$ cat config.mk
export PLATFORM = sky130hd
export DESIGN_NAME = multicycle_ctrl
export DESIGN_NICKNAME = d
export VERILOG_FILES = /design/src/rtl/multicycle_ctrl_pkg.sv /design/src/rtl/multicycle_ctrl_alu_dec.sv /design/src/rtl/multicycle_ctrl.sv
export SDC_FILE = /design/constraint.sdc
export NUM_CORES = 1
export LEC_CHECK = 0
export CORE_UTILIZATION = 43
export DETAILED_ROUTE_END_ITERATION = 10
export PLACE_DENSITY = 0.84
export SETUP_SLACK_MARGIN = 0.2
export SYNTH_ARGS = -nofsm -noshare
export SYNTH_HDL_FRONTEND = slang
export SYNTH_HIERARCHICAL = 1
export SYNTH_SLANG_ARGS = --single-unit
$ cat constraint.sdc
create_clock -name clk -period 4.2 [get_ports clk]
set_input_delay 1.05 -clock clk [delete_from_list [all_inputs] [get_ports clk]]
set_output_delay 1.05 -clock clk [all_outputs]
set_load 0.005 [all_outputs]
$ cat src/rtl/multicycle_ctrl_pkg.sv
// multicycle_ctrl_pkg: shared ALU codes, opcode/funct constants and controller state type
package multicycle_ctrl_pkg;
  localparam logic [1:0] ALU_ADD = 2'b00;
  localparam logic [1:0] ALU_SUB = 2'b01;
  localparam logic [1:0] ALU_AND = 2'b10;
  localparam logic [1:0] ALU_OR  = 2'b11;
  localparam logic [5:0] OP_RTYPE = 6'h00;
  localparam logic [5:0] OP_LW    = 6'h23;
  localparam logic [5:0] OP_SW    = 6'h2B;
  localparam logic [5:0] OP_BEQ   = 6'h04;
  localparam logic [5:0] OP_ADDI  = 6'h08;
  localparam logic [5:0] OP_J     = 6'h02;
  localparam logic [5:0] FN_ADD = 6'h20;
  localparam logic [5:0] FN_SUB = 6'h22;
  localparam logic [5:0] FN_AND = 6'h24;
  localparam logic [5:0] FN_OR  = 6'h25;
  typedef enum logic [3:0] {
    FETCH, DECODE, RTYPE, ALUWB, MEMADR, MEMRD, MEMWB, MEMWR,
    BRANCH, ADDIEX, ADDIWB, JUMP, ILLEGAL
  } ctrl_state_t;
endpackage

$ cat src/rtl/multicycle_ctrl_alu_dec.sv
// multicycle_ctrl_alu_dec: R-type funct -> {aluctr, valid}
module multicycle_ctrl_alu_dec
  import multicycle_ctrl_pkg::*;
(
  input  logic [5:0] funct,
  output logic [1:0] aluctr,
  output logic       valid
);
  always_comb begin
    aluctr = funct == FN_SUB ? ALU_SUB : funct == FN_AND ? ALU_AND : funct == FN_OR ? ALU_OR : ALU_ADD;
    valid  = funct == FN_ADD || funct == FN_SUB || funct == FN_AND || funct == FN_OR;
  end
endmodule

$ cat src/rtl/multicycle_ctrl.sv
// multicycle_ctrl: multicycle datapath control FSM (IR/zero/mem_ready in; memory, PC, regfile and ALU controls out)
module multicycle_ctrl
  import multicycle_ctrl_pkg::*;
(
  input  logic       clk,
  input  logic       rst,
  input  logic [5:0] opcode,
  input  logic [5:0] funct,
  input  logic       zero,
  input  logic       mem_ready,
  output logic       mem_req,
  output logic       mem_we,
  output logic       iord,
  output logic       ir_we,
  output logic       pc_we,
  output logic [1:0] pc_src,
  output logic       reg_we,
  output logic       reg_dst,
  output logic       mem_to_reg,
  output logic       alu_src_a,
  output logic [1:0] alu_src_b,
  output logic [1:0] aluctr,
  output logic       illegal
);
  ctrl_state_t state, nxt;
  logic [1:0] fn_aluctr;
  logic fn_valid;
  multicycle_ctrl_alu_dec alu_dec (.funct(funct), .aluctr(fn_aluctr), .valid(fn_valid));
  always_ff @(posedge clk or posedge rst)
    if (rst) state <= FETCH;
    else state <= nxt;
  always_comb begin
    nxt = state;
    case (state)
      FETCH:  nxt = mem_ready ? DECODE : FETCH;
      DECODE:
        case (opcode)
          OP_RTYPE:     nxt = RTYPE;
          OP_LW, OP_SW: nxt = MEMADR;
          OP_BEQ:       nxt = BRANCH;
          OP_ADDI:      nxt = ADDIEX;
          OP_J:         nxt = JUMP;
          default:      nxt = ILLEGAL;
        endcase
      RTYPE:  nxt = fn_valid ? ALUWB : ILLEGAL;
      MEMADR: nxt = opcode == OP_SW ? MEMWR : MEMRD;
      MEMRD:  nxt = mem_ready ? MEMWB : MEMRD;
      MEMWR:  nxt = mem_ready ? FETCH : MEMWR;
      ADDIEX: nxt = ADDIWB;
      ALUWB, MEMWB, BRANCH, ADDIWB, JUMP: nxt = FETCH;
      default: nxt = ILLEGAL;
    endcase
  end
  always_comb begin
    {mem_req, mem_we, iord, ir_we, pc_we, pc_src, reg_we, reg_dst, mem_to_reg, alu_src_a, alu_src_b, aluctr, illegal} = '0;
    case (state)
      FETCH:   begin mem_req = 1'b1; alu_src_b = 2'b01; ir_we = mem_ready; pc_we = mem_ready; end
      DECODE:  alu_src_b = 2'b11;
      RTYPE:   begin alu_src_a = 1'b1; aluctr = fn_aluctr; end
      ALUWB:   begin reg_we = 1'b1; reg_dst = 1'b1; end
      MEMADR:  begin alu_src_a = 1'b1; alu_src_b = 2'b10; end
      MEMRD:   begin mem_req = 1'b1; iord = 1'b1; end
      MEMWB:   begin reg_we = 1'b1; mem_to_reg = 1'b1; end
      MEMWR:   begin mem_req = 1'b1; mem_we = 1'b1; iord = 1'b1; end
      BRANCH:  begin alu_src_a = 1'b1; aluctr = ALU_SUB; pc_src = 2'b01; pc_we = zero; end
      ADDIEX:  begin alu_src_a = 1'b1; alu_src_b = 2'b10; end
      ADDIWB:  reg_we = 1'b1;
      JUMP:    begin pc_src = 2'b10; pc_we = 1'b1; end
      ILLEGAL: illegal = 1'b1;
      default: illegal = 1'b0;
    endcase
    if (rst) {mem_req, mem_we, iord, ir_we, pc_we, pc_src, reg_we, reg_dst, mem_to_reg, alu_src_a, alu_src_b, aluctr, illegal} = '0;
  end
endmodule
# Yosys cells after proc, flatten, opt, wreduce, memory -nomap -nowiden
# Index checks and enable logic that the tools add are counted.
[word_totals] register_bits=4
[classes] eq_ne=21 mux=36 reduce_logical=12
[ops] cell="equality test 6 bit, second input constant" count=6
[ops] cell="one-hot mux 4 bit (8 select lines)" count=1
[ops] cell="equality test 4 bit, second input constant" count=5
[ops] cell="two-way mux 1 bit" count=20
[ops] cell="one-hot mux 4 bit (5 select lines)" count=1
[ops] cell="equality test 4 x 3 -> 1 bit, second input constant" count=4
[ops] cell="two-way mux 2 bit" count=8
[ops] cell="equality test 4 x 2 -> 1 bit, second input constant" count=2
[ops] cell="one-hot mux 2 bit (2 select lines)" count=2
[ops] cell="equality test 6 x 2 -> 1 bit, second input constant" count=1
[ops] cell="equality test 6 x 3 -> 1 bit, second input constant" count=1
[ops] cell="equality test 6 x 4 -> 1 bit, second input constant" count=1
[ops] cell="logical NOT 6 bit" count=1
[ops] cell="one-hot mux 2 bit (3 select lines)" count=1
[ops] cell="OR reduction 2 bit" count=3
[ops] cell="OR reduction 3 bit" count=2
[ops] cell="OR reduction 5 bit" count=1
[ops] cell="equality test 4 x 1 -> 1 bit, second input constant" count=1
[ops] cell="logical NOT 4 bit" count=1
[ops] cell="two-way mux 4 bit" count=1
[ops] cell="OR reduction 4 bit" count=1
[ops] cell="logical OR 1 bit" count=3
[ops] cell="two-way mux 3 bit" count=1
[ops] cell="one-hot mux 1 bit (3 select lines)" count=1

# Longest topological paths before layout
[depth] depth_word=6 mapped_depth=6 depth_no_buf=6

# By module
# Netlist, hierarchy kept.
[modules_own_cells] module="multicycle_ctrl" instances=1 cells_each=88 area_each_um2=600.6 seq_area_each_um2=100.1
[modules_own_cells] module="multicycle_ctrl_alu_dec" instances=1 cells_each=7 area_each_um2=63.8 seq_area_each_um2=0.0

# Worst setup path before layout
# No wires, ideal clock.
[synth_timing] path_kind="input to output" startpoint="input port funct[4]" endpoint="output port aluctr[1]" t_arrival_ps=1867 required_time_ps=3150 setup_slack_ps=1283 stages=4 cell_sequence="or3b_4 nor3b_2 nand2_1 nor4_1"
[synth_between] elab_chain_len=6 elab_cells_between_ends=8 cone_classes="eq/ne: 3; mux: 5"
[synth_lines] element="start, declared" line_no="multicycle_ctrl.sv:8" text="input logic [5:0] funct,"
[synth_lines] element="equality test 6 bit" line_no="multicycle_ctrl_alu_dec.sv:10" text="aluctr = funct == FN_SUB ? ALU_SUB : funct == FN_AND ? ALU_AND : funct == FN_OR ? ALU_OR : ALU_ADD;"
[synth_lines] element="two-way mux 2 bit (2 in series)" line_no="multicycle_ctrl_alu_dec.sv:10"
[synth_lines] element="two-way mux 2 bit *" line_no="multicycle_ctrl_alu_dec.sv:10"
[synth_lines] element="net fn_aluctr[1]" line_no="multicycle_ctrl.sv:26" text="logic [1:0] fn_aluctr;"
[synth_lines] element="one-hot mux 2 bit (2 select lines) *" line_no="multicycle_ctrl.sv:56" text="case (state)"
[synth_lines] element="two-way mux 2 bit *" line_no="multicycle_ctrl.sv:72" text="if (rst) {mem_req, mem_we, iord, ir_we, pc_we, pc_src, reg_we, reg_dst, mem_to_reg, alu_src_a, alu_src_b, aluc ..."
[synth_lines] element="end, declared" line_no="multicycle_ctrl.sv:22" text="output logic [1:0] aluctr,"
# Mark *: on every way through the listed nets, which the timed path passes. The rest lies on a longest branch.

# Worst setup path in the final report
[layout_timing] startpoint="input port funct[5]" endpoint="output port aluctr[1]"
# Same word-level chain as after synthesis.

==> impl_metrics.toml <==
[timing]
final-setup-viol-count = 0
fmax_mhz = 259
slew_headroom_pct = 47.9
slew_violations = 0
rsz0062_at_grt = "no"
tightest_slew_ns = 0.782
final.setup_skew_ns = 0.00292
tns_ns = 0
final_hold_viol_count = 0
finalCritPeriodShare_pct = 92.1
fin_crit_ns = 3.87

[logic_synthesis]
ys_warn_count = 6
synth_fp_nets = 111
synthDistinctLibCells = 40
netlist_area_um2 = 664
syn_area_per_cell_um2 = 6.99
synthArstFlopShare_pct = 100
synthCells = 95
synth_enable_flop_cells = 0
synth_seq_cells = 4
ys_seq_area_share_pct = 15.1
ys.flop_type = "dfrtp_1"

[clock_tree]
clk_latency_ns = 0.24
cts-htree-levels = 1
holdBufCountCts = 0
cts.sinks = 4
clk_pin_slew_ns = 0.04
cts_resized = 0
cts_buffers = 3
post_cts_buffers = 0
cts_buffer_depth = 2
cts_tree = "built"
cts_root_buf = "clkbuf_4"

[global_routing]
grt_max_degree = 26
met2_usage_pct = 37.9
antenna_found_initial = 0
grt_pass1_wl_mm = 2.55
grtUsageMet3_pct = 4.79
grt.overflow.total = 0
met1_usage_pct = 30.0
grt.busiest_layer = "met2"
grt_usage_pct = 22.7
first_global_vias = 588

[cells_and_area]
nets = 139
drive_gt1_share_pct = 8.26
largest_register_ff_count = 4
regMostFlops = "state"
area_growth_pct = 46.3
mostFrequentLayoutCells = "clkdlybuf4s50_1 (30), a21oi_1 (11), nor2_1 (10)"
antenna_cells = 0
largestRegisters = "state x4"
final_common_cell = "clkdlybuf4s50_1"
stdcell_count = 136

[flow_run]
maxCapViolCount = 0

[worst_setup_path]
end_kind = "output pin"
crit_fanout = 3
cp.arrival_ns = 2.82
crit_type = "in -> out"
rrSetupSlack_ns = 2.49
timing.rr.end = "state[0]"
reg2reg_depth = 4
startpoint_type = "input port"
required_ns = 3.15
r2r_start = "state[2]"

[placement]
place_inst = 133
post-dp-hpwl_mm = 1.27
gp_congestion = 0.781
io_buffers = 31

[floorplan]
die_h_um = 41.3
ios = 32
core_um2 = 1370
die_x_um = 41.3
initial_core_util_pct = 48.6
rows = 13
fp.dieArea_um2 = 1710

[route]
route.detailed.drc = 0
dr.first_iter.drc_count = 24
vias = 765
wl_mm = 1.73
via_per_inst = 5.63
wl_per_cell_um = 12.7
ant_nets = 0
dr.pass1.iters = 4

[power_and_ir_drop]
power.density_nw_per_um2 = 494
leakage_nw = 0.365
p_sw_mw = 0.230
sw_frac_of_total_pct = 47.9
seqPwrFrac_pct = 32.6
power_frac_clock_pct = 10.0
combinationalPowerShare_pct = 57.5
irDropWorstVdd_uv = 552
p_int_mw = 0.250

[min_path]
hold_path.class = "reg -> reg"
hold_start = "state[3]"
min_to = "state[0]"
holdPathStages = 1

[outcome]
run_status = "finished, final reports clean"
power by group through the flow:
stage,logic [mW],registers [mW],clock network (mW)
2_1_floorplan,0.279,0.0698,0
3_3_place_gp,0.270,0.155,0
3_5_place_dp,0.275,0.155,0
4_1_cts,0.276,0.154,0.0496
5_1_grt,0.312,0.168,0.0524
6_report,0.276,0.157,0.0478
worst max path at each step:
stage	end	start	depth (start not counted)
3_3_place_gp	aluctr[0]	funct[1]	6
5_1_grt	aluctr[1]	funct[4]	6
3_5_place_dp	aluctr[0]	funct[1]	6
4_1_cts	aluctr[0]	funct[1]	6
2_1_floorplan	aluctr[1]	funct[4]	4
6_report	aluctr[1]	funct[5]	6
kinds of logic (layout without fill, tap and decap cells):
kind of cell	Yosys count	after routing	synth area share, %
AO/OA/AOI/OAI	21	21	21.3
XOR/XNOR	3	3	3.96
buffers and inverters	11	37	9.23
flip-flops	4	4	15.1
multiplexers	2	2	3.20
AND/OR/NAND/NOR	54	54	47.3
synth_stat cells, types with 2 or more instances:
cell / number / share of area, %
a21oi_1: 11 / 8.3
nor2_1: 10 / 5.7
nand2_1: 9 / 5.1
nor3_1: 7 / 5.3
nor4_1: 5 / 4.7
buf_2: 4 / 3.0
dfrtp_1: 4 / 15
nand3_1: 3 / 2.3
nor2b_1: 3 / 2.8
buf_4: 2 / 2.3
clkbuf_1: 2 / 1.1
inv_1: 2 / 1.1
nand2b_1: 2 / 1.9
nand3b_1: 2 / 2.3
nor3b_1: 2 / 2.3
o21ai_0: 2 / 1.5
xor2_1: 2 / 2.6
layout make-up:
type	instances	area, um^2
clock buffer	3	22.5
multi-input combinational	80	503
tap	15	18.8
fill	129	394
sequential	4	100
timing repair buffer	32	320
inverter	2	7.51
metrics by stage:
step | setup slack (ns) | instance area (um^2) | util (%) | total power [mW] | hold WS [ns]
after floorplan | 1.28 | 664 | - | 0.349 | 0.602
after global placement | 0.289 | 947 | 69.3 | 0.425 | 0.892
after detailed placement | 0.277 | 947 | 69.3 | 0.430 | 0.887
after CTS | 0.273 | 970 | 71.0 | 0.480 | 0.895
after global routing | 0.253 | 972 | 71.2 | 0.533 | 0.985
final | 0.333 | 972 | 71.2 | 0.480 | 0.905
worst max-delay path: stages:
cell	delay (ns)
clkdlybuf4s50_1	0.44
or3b_4	0.39
nor3b_2	0.17
nand2_1	0.06
nor4_1	0.16
clkdlybuf4s50_1	0.54
metal layers:
metal  wire, um  part of all wire (%)
met1        804                    47
met2        783                    45
met3        139                   8.0
met4          0                     0
met5          0                     0
Note: power is estimated with default switching activity, not from simulation.
